$ cat src/rtl/uart_pkg.sv
// Shared UART definitions: receiver state encoding, byte width and baud divisor helper.
package uart_pkg;

   localparam int DATA_W = 8;

   typedef enum logic [2:0] {
      IDLE   = 3'd0,
      START  = 3'd1,
      DATA   = 3'd2,
      PARITY = 3'd3,
      STOP   = 3'd4
   } uart_state_e;

   // Clocks per bit; also used by uart_fifo_tx so both ends share the same divisor.
   function automatic int baud_cnt_max(input int clk_freq, input int baud);
      return clk_freq / baud;
   endfunction

endpackage

$ cat src/rtl/sync_fifo.sv
// Synchronous FIFO with registered read data, occupancy count and registered full/empty flags.
module sync_fifo #(
   parameter int DATA_W = 8,
   parameter int DEPTH  = 16
) (
   input  logic                       clk_i,
   input  logic                       rst_n_i,
   input  logic                       wr_en_i,
   input  logic [DATA_W-1:0]          wr_data_i,
   input  logic                       rd_en_i,
   output logic [DATA_W-1:0]          rd_data_o,
   output logic                       empty_o,
   output logic                       full_o,
   output logic [$clog2(DEPTH):0]     count_o
);

   localparam int AW = $clog2(DEPTH);
   localparam int CW = AW + 1;

   logic [DATA_W-1:0] mem_q [DEPTH];
   logic [AW-1:0]     wr_ptr_q, rd_ptr_q;
   logic [CW-1:0]     count_q, count_d;
   logic [DATA_W-1:0] rd_data_q;
   logic              full_q, empty_q;
   logic              do_push, do_pop;

   assign do_push = wr_en_i && !full_q;
   assign do_pop  = rd_en_i && !empty_q;

   always_comb begin
      count_d = count_q;
      case ({do_push, do_pop})
         2'b10:   count_d = count_q + CW'(1);
         2'b01:   count_d = count_q - CW'(1);
         default: count_d = count_q;
      endcase
   end

   // Storage carries no reset; only pointers, count and flags are cleared.
   always_ff @(posedge clk_i) begin
      if (do_push) mem_q[wr_ptr_q] <= wr_data_i;
   end

   always_ff @(posedge clk_i or negedge rst_n_i) begin
      if (!rst_n_i) begin
         wr_ptr_q  <= '0;
         rd_ptr_q  <= '0;
         count_q   <= '0;
         rd_data_q <= '0;
         full_q    <= 1'b0;
         empty_q   <= 1'b1;
      end else begin
         if (do_push) wr_ptr_q <= wr_ptr_q + AW'(1);
         if (do_pop) begin
            rd_ptr_q  <= rd_ptr_q + AW'(1);
            rd_data_q <= mem_q[rd_ptr_q];
         end
         count_q <= count_d;
         full_q  <= (count_d == CW'(DEPTH));
         empty_q <= (count_d == '0);
      end
   end

   assign rd_data_o = rd_data_q;
   assign empty_o   = empty_q;
   assign full_o    = full_q;
   assign count_o   = count_q;

endmodule

$ cat src/rtl/uart_fifo_rx.sv
// UART 8N1 receiver feeding a sync_fifo; framing/overflow errors reported as 1-cycle pulses.
// Define UART_RX_PARITY_EN to add an even-parity bit and the parity_err output.
module uart_fifo_rx
   import uart_pkg::*;
#(
   parameter int UART_BSP   = 115200,
   parameter int CLK_FREQ   = 50_000_000,
   parameter int FIFO_DEPTH = 16
) (
   input  logic                          sys_clk,
   input  logic                          sys_rst_n,
   input  logic                          rx,
   input  logic                          rd_en,
   output logic [DATA_W-1:0]             data_out,
   output logic                          empty,
   output logic                          full,
   output logic [$clog2(FIFO_DEPTH):0]   data_count,
   output logic                          frame_err,
   output logic                          overflow
`ifdef UART_RX_PARITY_EN
   ,
   output logic                          parity_err
`endif
);

   localparam int BAUD_CNT_MAX = baud_cnt_max(CLK_FREQ, UART_BSP);
   localparam int BAUD_HALF    = BAUD_CNT_MAX / 2;
   localparam int CNT_W        = $clog2(BAUD_CNT_MAX);
   localparam logic [CNT_W-1:0] CNT_LAST = CNT_W'(BAUD_CNT_MAX - 1);
   localparam logic [CNT_W-1:0] CNT_MID  = CNT_W'(BAUD_HALF - 1);

   logic              rx_meta_q, rx_s_q, rx_d_q;
   uart_state_e       state_q;
   logic [CNT_W-1:0]  cnt_q;
   logic [2:0]        bit_idx_q;
   logic [DATA_W-1:0] shift_q;
   logic              cnt_last, stop_hit, par_bad, push_req, fifo_full;

`ifdef UART_RX_PARITY_EN
   logic par_q;
   assign par_bad = ^{shift_q, par_q};
`else
   assign par_bad = 1'b0;
`endif

   assign cnt_last  = (cnt_q == CNT_LAST);
   assign stop_hit  = (state_q == STOP) && cnt_last;
   assign push_req  = stop_hit && rx_s_q && !par_bad;
   assign frame_err = stop_hit && !rx_s_q;
   assign overflow  = push_req && fifo_full;
`ifdef UART_RX_PARITY_EN
   assign parity_err = stop_hit && rx_s_q && par_bad;
`endif

   // Sync chain resets high so a reset release never looks like a start edge.
   always_ff @(posedge sys_clk or negedge sys_rst_n) begin
      if (!sys_rst_n) begin
         rx_meta_q <= 1'b1;
         rx_s_q    <= 1'b1;
         rx_d_q    <= 1'b1;
         state_q   <= IDLE;
         cnt_q     <= '0;
         bit_idx_q <= '0;
         shift_q   <= '0;
`ifdef UART_RX_PARITY_EN
         par_q     <= 1'b0;
`endif
      end else begin
         rx_meta_q <= rx;
         rx_s_q    <= rx_meta_q;
         rx_d_q    <= rx_s_q;
         case (state_q)
            IDLE: begin
               cnt_q <= '0;
               if (rx_d_q && !rx_s_q) state_q <= START;
            end
            START: begin
               if (cnt_q == CNT_MID) begin
                  cnt_q     <= '0;
                  bit_idx_q <= '0;
                  state_q   <= rx_s_q ? IDLE : DATA;
               end else begin
                  cnt_q <= cnt_q + CNT_W'(1);
               end
            end
            DATA: begin
               if (cnt_last) begin
                  cnt_q     <= '0;
                  shift_q   <= {rx_s_q, shift_q[DATA_W-1:1]};
                  bit_idx_q <= bit_idx_q + 3'd1;
                  if (bit_idx_q == 3'd7) begin
`ifdef UART_RX_PARITY_EN
                     state_q <= PARITY;
`else
                     state_q <= STOP;
`endif
                  end
               end else begin
                  cnt_q <= cnt_q + CNT_W'(1);
               end
            end
`ifdef UART_RX_PARITY_EN
            PARITY: begin
               if (cnt_last) begin
                  cnt_q   <= '0;
                  par_q   <= rx_s_q;
                  state_q <= STOP;
               end else begin
                  cnt_q <= cnt_q + CNT_W'(1);
               end
            end
`endif
            STOP: begin
               // Leave at mid stop bit so the next start edge is never missed.
               if (cnt_last) begin
                  cnt_q   <= '0;
                  state_q <= IDLE;
               end else begin
                  cnt_q <= cnt_q + CNT_W'(1);
               end
            end
            default: begin
               cnt_q   <= '0;
               state_q <= IDLE;
            end
         endcase
      end
   end

   sync_fifo #(
      .DATA_W (DATA_W),
      .DEPTH  (FIFO_DEPTH)
   ) u_fifo (
      .clk_i     (sys_clk),
      .rst_n_i   (sys_rst_n),
      .wr_en_i   (push_req),
      .wr_data_i (shift_q),
      .rd_en_i   (rd_en),
      .rd_data_o (data_out),
      .empty_o   (empty),
      .full_o    (fifo_full),
      .count_o   (data_count)
   );

   assign full = fifo_full;

endmodule

$ cat config.mk
export PLATFORM = sky130hd
export DESIGN_NAME = uart_fifo_rx
export DESIGN_NICKNAME = d
export VERILOG_FILES = /design/src/rtl/uart_pkg.sv /design/src/rtl/sync_fifo.sv /design/src/rtl/uart_fifo_rx.sv
export SDC_FILE = /design/constraint.sdc
export NUM_CORES = 1
export LEC_CHECK = 0
export ABC_AREA = 1
export BUFFER_PORTS_ARGS = -buffer_cell sky130_fd_sc_hd__buf_2
export CORE_MARGIN = 2
export CORE_UTILIZATION = 50
export DETAILED_ROUTE_END_ITERATION = 12
export HOLD_SLACK_MARGIN = 0.08
export PLACE_DENSITY = 0.66
export SLEW_MARGIN = 15
export SYNTH_ARGS = -nofsm -noshare
export SYNTH_HDL_FRONTEND = slang
export SYNTH_SLANG_ARGS = --single-unit
$ cat constraint.sdc
create_clock -name sys_clk -period 3.48 [get_ports sys_clk]
set_input_delay 0.174 -clock sys_clk [delete_from_list [all_inputs] [get_ports sys_clk]]
set_output_delay 0.174 -clock sys_clk [all_outputs]
set_load 0.01 [all_outputs]
# ---- Yosys cells after proc, flatten, opt, wreduce, memory -nomap -nowiden
# Memory sizes are Yosys's and may differ from the RTL's. A register that Yosys moved wholly into a read port is not among the register bits.
# Cells that the tools add are included.
dict set report word_totals {
  ff_bits 41
  word_cells 67
  input_bits 4
  ramBits 128
  memories 1
  output_inout_bits 17
}
# name words width rd rd_ports_with_merged_regs wr line
set memory_table {}
lappend memory_table {u_fifo.mem_q 16 8 1 1 1 sync_fifo.sv:20} ;# logic [DATA_W-1:0] mem_q [DEPTH];
dict set report op_classes {
  mux 16
  eq_ne 14
  n_addsub 6
  n_reduce_logical 18
}
# operator count
set op_table {}
lappend op_table {{$mux W3} 7}
lappend op_table {{$mux W9} 2}
lappend op_table {{$pmux W9 S2} 1}
lappend op_table {{$pmux W3 S4} 1}
lappend op_table {{$ne A2 B2 Y1 const B} 5}
lappend op_table {{$pmux W5 S2} 1}
lappend op_table {{$add A9 B1 Y9 const B} 1}
lappend op_table {{$eq A9 B8 Y1 const B} 1}
lappend op_table {{$eq A9 B9 Y1 const B} 1}
lappend op_table {{$add A4 B1 Y4 const B} 2}
lappend op_table {{$logic_and A1 B1 Y1} 7}
lappend op_table {{$eq A3 B3 Y1 const B} 2}
lappend op_table {{$pmux W3 S2} 1}
lappend op_table {{$add A5 B1 Y5 const B} 1}
lappend op_table {{$eq A5 B5 Y1 const B} 1}
lappend op_table {{$logic_not A5 Y1} 1}
lappend op_table {{$reduce_and A5 Y1} 1}
lappend op_table {{$sub A5 B1 Y5 const B} 1}
lappend op_table {{$logic_not A1 Y1} 4}
lappend op_table {{$add A3 B1 Y3 const B} 1}
lappend op_table {{$eq A3 B1 Y1 const B} 1}
lappend op_table {{$eq A3 B2 Y1 const B} 1}
lappend op_table {{$logic_not A3 Y1} 1}
lappend op_table {{$reduce_and A3 Y1} 1}
lappend op_table {{7 further kinds} 8}

# ---- Logic depth before layout (Yosys ltp)
# Gate-level depths: netlist (run 1).
dict set report depth {
  ltp_word 7
  ltp_mapped 21
  mapped_depth_nobuf 21
}

# ---- Cells and area by module
# Synthesis (run 1) repeated with hierarchy kept, for this count alone.
dict set report hier_totals {
  hier_cells 719
  hier_area_um2 7613.6
}
# module cells_each area_each_um2 seq_area_each_um2 n_inst
set modules_own_cells {}
lappend modules_own_cells {sync_fifo 566 6316.1 4420.5 1}
lappend modules_own_cells {uart_fifo_rx 153 1297.5 654.4 1}

# ---- Least setup slack after synthesis (run 1)
# Ideal clock, no wire load.
dict set report synth_path {
  path_type {reg-to-reg}
  from {reg cnt_q[1]}
  to {reg u_fifo.full_q, in the netlist u_fifo.full_o}
  arrival_ns 2.560
  setup_ns 0.071
  synth_period_minus_slack_ns 2.632
  path_slack_ns 0.848
  path_stages_with_launch 19
  path_buffers 0
  t_required_ns 3.409
  cell_sequence {dfrtp_1 inv_1 ha_1 nand3_2 nor2_4 inv_4 nor2_4 nand3_2 ha_1 nand2_1 inv_1 nor2_1 ha_1 nand2_1 nand2_1 or2_2 nor2_1 nand3_1 nor2_1}
}
dict set report synth_between {
  elab_chain_cells 7
  elab_cells_between_ends 8
  classes_between {4 x eq/ne; 1 x mux; 3 x reduce/logical}
}
# item line
set synth_lines {}
lappend synth_lines {{from (decl)} uart_fifo_rx.sv:34} ;# logic [CNT_W-1:0] cnt_q;
lappend synth_lines {{from (signal assigned)} uart_fifo_rx.sv:83} ;# cnt_q <= cnt_q + CNT_W'(1);
lappend synth_lines {{from (signal assigned)} uart_fifo_rx.sv:99} ;# cnt_q <= cnt_q + CNT_W'(1);
lappend synth_lines {{from (signal assigned)} uart_fifo_rx.sv:119} ;# cnt_q <= cnt_q + CNT_W'(1);
lappend synth_lines {{$eq A9 B9 Y1 *} uart_fifo_rx.sv:46} ;# assign cnt_last = (cnt_q == CNT_LAST);
lappend synth_lines {{$logic_and A1 B1 Y1 *} uart_fifo_rx.sv:47} ;# assign stop_hit = (state_q == STOP) && cnt_last;
lappend synth_lines {{$logic_and A1 B1 Y1 *} uart_fifo_rx.sv:48} ;# assign push_req = stop_hit && rx_s_q && !par_bad;
lappend synth_lines {{$logic_and A1 B1 Y1 *} sync_fifo.sv:27} ;# assign do_push = wr_en_i && !full_q;
lappend synth_lines {{$eq A2 B1 Y1 / $eq A2 B2 Y1 (equally long branches)} sync_fifo.sv:32} ;# case ({do_push, do_pop})
lappend synth_lines {{$pmux W5 S2 *} sync_fifo.sv:32}
lappend synth_lines {{via u_fifo.count_d[1]} sync_fifo.sv:22} ;# logic [CW-1:0] count_q, count_d;
lappend synth_lines {{$eq A5 B5 Y1 *} sync_fifo.sv:59} ;# full_q <= (count_d == CW'(DEPTH));
lappend synth_lines {{to (signal assigned)} sync_fifo.sv:59}
lappend synth_lines {{to (decl)} sync_fifo.sv:24} ;# logic full_q, empty_q;
# Mark *: on every way through the listed nets, which the timed path passes. The rest lies on a longest branch.
# A chain may end at the register's enable or synchronous reset.

# ---- Worst setup path in the final report (run 1)
# Same ends and word-level chain as after synthesis.

==> reports/metrics.cfg, run 1 <==
[layout]
nets = 748
drive_gt1_share_pct = 10.2
fill_cells = 1208
syn_to_final_growth_pct = 11.7
seq_area_sq_um = 5080
multi_input_area_sq_um = 2160
diodes = 0
fin_util_pct = 57.5

[worst_setup_path]
endpoint = u_fifo.full_o
cp-end-kind = flop
setup.worst_path.start_class = flop
cp_max_fo = 9
startpoint = cnt_q[1]
rr_worst_depth = 18
crit_type = flop to flop
rr_startpoint = cnt_q[1]
reg2reg_slack_ns = 0.51
arrival_ns = 3.33
reg2reg_to = u_fifo.full_o
critPathRequiredTime_ns = 3.84

[route]
drc = 0
wl_per_cell_microns = 17.0
routed_via_density = 5.43
ant_nets = 0
first_pass_iters = 5
vias = 5037
drtIter0Drc = 491
routed_wl_microns = 15800

[synthesis]
netlist_instances = 709
syn_area_sq_um = 7530
syn_area_per_cell_sq_um = 10.6
ys_seq_area_share_pct = 67.4
syn_nets = 726
yosys_warnings = 0
ys_ff_latch = 177
yosysUniqueCellTypes = 32

[timing]
finalCritPeriodShare_pct = 85.3
finalSetupTns_ns = 0
finalHoldViolations = 0
clock.fmax_mhz = 337
slew_violations = 0
setup_viol = 0
worst_pin_slew_ns = 0.908
min_period_ns = 2.97
skew_ns = 0.00827
relSlewSlack_pct = 39.3
rsz0062_at_grt = false

[grt]
antenna_found_initial = 0
grt_overflow = 0
grt.total_usage_pct = 20.8
grt_max_degree = 68
grt_pass1_wl_microns = 25200
grt_pass1_vias = 4859

[clock_network]
clk-insertion-delay-late_ns = 0.43
cts_max_level = 4
clk_pin_slew_worst_paths_ns = 0.07
cts_hold_buf = 2
ctsResizeCount = 0
cts_root_buffer = clkbuf_16
postCtsSetupBuffers = 0
cts_sinks = 177
clock_path_buffers = 2
cts_buffers = 17
tritoncts = done

[floorplan]
die_x_microns = 127
num_io_pins = 21
initial_utilization_pct = 51.4
core_area_sq_um = 14600
die_area_sq_um = 16100
die_h_microns = 127
placementRows = 44

[pwr]
power_density_nw_per_um2 = 765
p_leak_uw = 0.00334
irDropWorstVdd_mv = 0.446

[status]
run_status = complete, no violations

[placement]
routabilityCongestion = 0.843
dp.final_hpwl_microns = 9810
port-buffer-count = 20

[worst_hold_path]
hp-class = primary input to async pin

[run]
maxCapViolations = 0

[cells in the final DEF (no fill, tap or decap), types with 3 or more instances in the layout]
cell type,count
buf_2,20
dfrtp_1,44
xor2_1,7
inv_4,4
xnor2_1,3
nor3_1,4
inv_1,39
a21oi_1,17
ha_1,13
edfxtp_1,128
nand3_1,110
nand2_1,225
nor2_1,44
clkinv_2,6
clkbuf_8,3
buf_4,8
nand4_1,8
dfstp_2,4
clkbuf_16,20
o21ai_0,15
[per-layer routing]
layer | track usage, % | vias to the layer above | share of wire [%]
met4 | 8.08 | 0 | 2.3
li1 | - | 2433 | -
met5 | 0 | - | 0
met1 | 28.3 | 2412 | 46
met3 | 4.30 | 28 | 5.2
met2 | 33.3 | 164 | 47
[Yosys cell counts]
cell type  count  area [sq um]
o21ai_0       15          75.1
buf_6          1          11.3
and3_2         1          7.51
nor3_1         4          20.0
a21oi_1       17          85.1
nand2_2        1          6.26
nand2_1      225           845
inv_4          2          12.5
dfstp_2        4           105
nand3_1      110           551
or2_0          1          6.26
o22ai_1        1          6.26
buf_1          4          15.0
clkinv_1       2          7.51
inv_1         39           146
or2_2          1          6.26
nor2_1        44           165
edfxtp_1     128          3840
nor2_8         1          20.0
nand3b_1       1          7.51
xnor2_1        3          26.3
dfrtp_1       45          1130
nand4_1        8          50.1
buf_2          7          35.0
a31oi_1        1          6.26
xor2_1         7          61.3
nor3b_1        2          15.0
inv_2          2          7.51
nor2_4         2          22.5
ha_1          13           163
nand3_2        2          20.0
clkbuf_1      15          56.3
[where the power goes]
part / internal [uW] / switching (uW)
sequential: 2380 / 123
combinational: 667 / 1410
clock: 1090 / 760
[worst min path at each step]
stage	endpoint	start	slack [ns]	cells after the start
CTS	u_fifo.rd_ptr_q[1]	sys_rst_n	0.26	2
detailed placement	u_fifo.rd_data_o[2]	sys_rst_n	0.18	1
global placement	u_fifo.rd_data_o[1]	sys_rst_n	0.17	1
finish	u_fifo.rd_data_o[1]	sys_rst_n	0.24	2
global route	u_fifo.rd_data_o[7]	sys_rst_n	0.28	2
floorplan	bit_idx_q[0]	sys_rst_n	-0.12	0
[area by class of cell]
type	instances	share of cell area (%)
Clock buffer	24	6.48
Clock inverter	8	0.506
Inverter	45	2.07
Multi-Input combinational cell	460	25.7
Sequential cell	177	60.3
Tap cell	184	2.74
Timing Repair Buffer	30	2.14
[critical path, cell delays in order, from the launching register on]
cell and delay (ns):
dfrtp_1 0.40, inv_1 0.08, ha_1 0.18, nand3_2 0.10
nor2_4 0.15, inv_4 0.07, nor2_4 0.15, nand3_2 0.18
ha_1 0.30, nand2_1 0.10, inv_1 0.05, nor2_1 0.13
ha_1 0.26, nand2_1 0.07, nand2_1 0.06, or2_2 0.29
nor2_1 0.10, nand3_1 0.10, nor2_1 0.11
[per-stage QoR]
| step | area, sq um | instances | total power (uW) | worst slack (ns) | hold WS, ns |
|---|---|---|---|---|---|
| final | 8410 | 928 | 6430 | 0.513 | 0.241 |
| after floorplan | 7530 | 709 | 4000 | 0.848 | -0.122 |
| after global routing | 8410 | 928 | 6820 | 0.283 | 0.284 |
| after global placement | 7800 | 894 | 4560 | 0.664 | 0.171 |
| after detailed placement | 7800 | 894 | 4600 | 0.508 | 0.178 |
| after CTS | 8410 | 928 | 6450 | 0.501 | 0.263 |
[cells by family (layout without fill, tap and decap cells)]
family | Yosys count | in the layout | synth area share (%)
and+or+nand+nor | 403 | 403 | 23.1
buffers and inverters | 72 | 107 | 3.87
DFF | 177 | 177 | 67.4
adders and majority gates | 13 | 13 | 2.16
AOI/OAI and AO/OA | 34 | 34 | 2.29
xor gates and xnor gates | 10 | 10 | 1.16
[sequential cells by signal, indices dropped and copies added, names as in the netlist]
register and flops:
u_fifo.mem_q 128, u_fifo.full_o 1, state_q 3, u_fifo.empty_o 1, rx_meta_q 1, u_fifo.count_o 5
u_fifo.rd_data_o 8, cnt_q 9, bit_idx_q 3, u_fifo.rd_ptr_q 4, rx_d_q 1, u_fifo.wr_ptr_q 4
shift_q 8, rx_s_q 1
(Power assumes the default switching activity.)
==> run 2, diff against run 1 <==
- clock period: 3.48 -> 3.3 ns (I/O delays scaled with it)
==> reports/metrics.cfg, run 2 (synthesized netlist as in run 1, its figures left out) <==
[status]
run_status = complete, no violations

[layout]
drive_gt1_share_pct = 11.0  ; +0.75 points
final_cell_mix = nand2_1, edfxtp_1, nand3_1
largest_register_ffs = 128  ; unchanged
fin_util_pct = 57.9  ; +0.49 points
fin_cells = 932  ; +0.43%
diodes = 0  ; unchanged
nets = 752  ; +0.53%
top_register = u_fifo.mem_q
top_regs = u_fifo.mem_q x128, cnt_q x9
syn_to_final_growth_pct = 12.7
layout_commonest_cell = nand2_1

[route]
routed_wl_microns = 16000  ; +1.3%
first_pass_iters = 5  ; unchanged
routed_via_density = 5.44  ; +0.30%
drc = 0  ; unchanged
drtIter0Drc = 531  ; +8.1%
wl_per_cell_microns = 17.2  ; +0.91%
ant_nets = 0  ; unchanged
vias = 5074  ; +0.73%

[floorplan]
placementRows = 44  ; unchanged
core_area_sq_um = 14600  ; unchanged
die_h_microns = 127  ; unchanged
num_io_pins = 21  ; unchanged
initial_utilization_pct = 51.4  ; unchanged
die_x_microns = 127  ; unchanged
die_area_sq_um = 16100  ; unchanged

[pwr]
pwr-share-clk_pct = 29.8  ; +1.0 points
comb_power_share_pct = 31.8  ; -0.5 points
p_leak_uw = 0.00337  ; +1.0%
total_power_uw = 6890  ; +7.1%
switchingPower_uw = 2480  ; +8.4%
seq_power_share_pct = 38.4  ; -0.6 points
power_density_nw_per_um2 = 812  ; +6.2%
p_sw_share_pct = 36.1  ; +0.44 points
irDropWorstVdd_mv = 0.796  ; +79%
p_int_uw = 4400  ; +6.3%

[clock_network]
cts_buffers = 17  ; unchanged
clock_path_buffers = 2  ; unchanged
cts_root_buffer = clkbuf_16
tritoncts = done
cts_sinks = 177  ; unchanged
cts_max_level = 4  ; unchanged
clk_pin_slew_worst_paths_ns = 0.07  ; about the same
clk-insertion-delay-late_ns = 0.44  ; about the same
postCtsSetupBuffers = 0  ; unchanged

[timing]
slew_violations = 0  ; unchanged
skew_ns = 0.0108  ; +0.00254 ns
clock.fmax_mhz = 338  ; +0.18%
finalSetupTns_ns = 0  ; unchanged
rsz0062_at_grt = false
setup_viol = 0  ; unchanged
relSlewSlack_pct = 48.2  ; +8.8 points
min_period_ns = 2.96  ; -0.00525 ns
finalHoldViolations = 0  ; unchanged
worst_pin_slew_ns = 0.775  ; -0.134 ns
finalCritPeriodShare_pct = 89.8  ; +4.5 points

[worst_setup_path]
crit_type = flop to flop
cp_max_fo = 9  ; unchanged
setup.worst_path.start_class = flop
arrival_ns = 3.33  ; about the same
cp-end-kind = flop
critPathRequiredTime_ns = 3.67  ; -0.17 ns

[placement]
routabilityCongestion = 0.856  ; +1.5%
dp.final_hpwl_microns = 9850  ; +0.40%
numPlacedInstances = 898  ; +0.45%
port-buffer-count = 20  ; unchanged

[grt]
grt_overflow = 0  ; unchanged
grt.total_usage_pct = 20.9  ; +0.081 points
grt_pass1_wl_microns = 25300  ; +0.52%
grt_pass1_vias = 4858  ; -0.021%
grt_max_degree = 68  ; unchanged
antenna_found_initial = 0  ; unchanged

[worst_hold_path]
hp-class = primary input to async pin

[run]
maxCapViolations = 0  ; unchanged

[run 2: area by class of cell]
class	count	area, sq um
inverter	45	174
sequential	177	5080
tap	184	230
clock inverter	10	76.3
multi-input combinational	460	2170
clock buffer	22	551
fill	1188	6160
timing repair buffer	34	210
[run 2: repair_timing]
item,CTS,global route
hold buffers,2,0
hold endpoints to repair,24,0
setup endpoints to repair,0,2
gates resized for setup,0,1
[run 2: path summary, 6_finish.rpt]
path | from | slack, ns | endpoint | depth (start not counted)
min reg2reg | rx_meta_q | 0.36 | rx_s_q | 0
min in group sys_clk | rd_en | 0.33 | u_fifo.rd_ptr_q[0] | 5
max reg2reg | cnt_q[1] | 0.34 | u_fifo.full_o | 17
min | sys_rst_n | 0.28 | u_fifo.rd_data_o[1] | 2
max | cnt_q[1] | 0.34 | u_fifo.full_o | 17
max in group asynchronous | sys_rst_n | 2.21 | rx_s_q | 3
[run 2: worst max-delay path, stage by stage (launching register included)]
cell and delay (ns):
dfrtp_1 0.40, inv_1 0.08, ha_1 0.16, nand3_2 0.10, nor2_4 0.15, inv_4 0.07
nor2_4 0.16, nand3_2 0.19, ha_2 0.27, nor2_1 0.18, nor2_1 0.09, ha_1 0.27
nand2_1 0.07, nand2_1 0.06, or2_2 0.29, nor2_1 0.11, nand3_1 0.11, nor2_1 0.11
[run 2: power groups by stage]
stage               registers, uW  clock network, uW  logic, uW
floorplan                    2690                  0       1530
global placement             2670                  0       2120
detailed placement           2680                  0       2170
CTS                          2640               2080       2190
global route                 2670               2180       2470
finish                       2640               2050       2190
[run 2: metrics by stage]
stage          hold WS, ns  cell area, sq um  setup WS, ns
2_1_floorplan       -0.131              7530         0.668
3_3_place_gp         0.200              7840         0.490
3_5_place_dp         0.210              7840         0.302
4_1_cts              0.289              8480         0.286
5_1_grt              0.323              8480        0.0161
6_report             0.277              8480         0.338
[run 2: layer usage]
metal | vias up | wire length [microns] | track usage (%)
met5 | - | 0 | 0
met4 | 0 | 398 | 8.73
met3 | 29 | 930 | 5.06
met2 | 150 | 7510 | 32.3
met1 | 2446 | 7180 | 28.7
li1 | 2449 | - | -
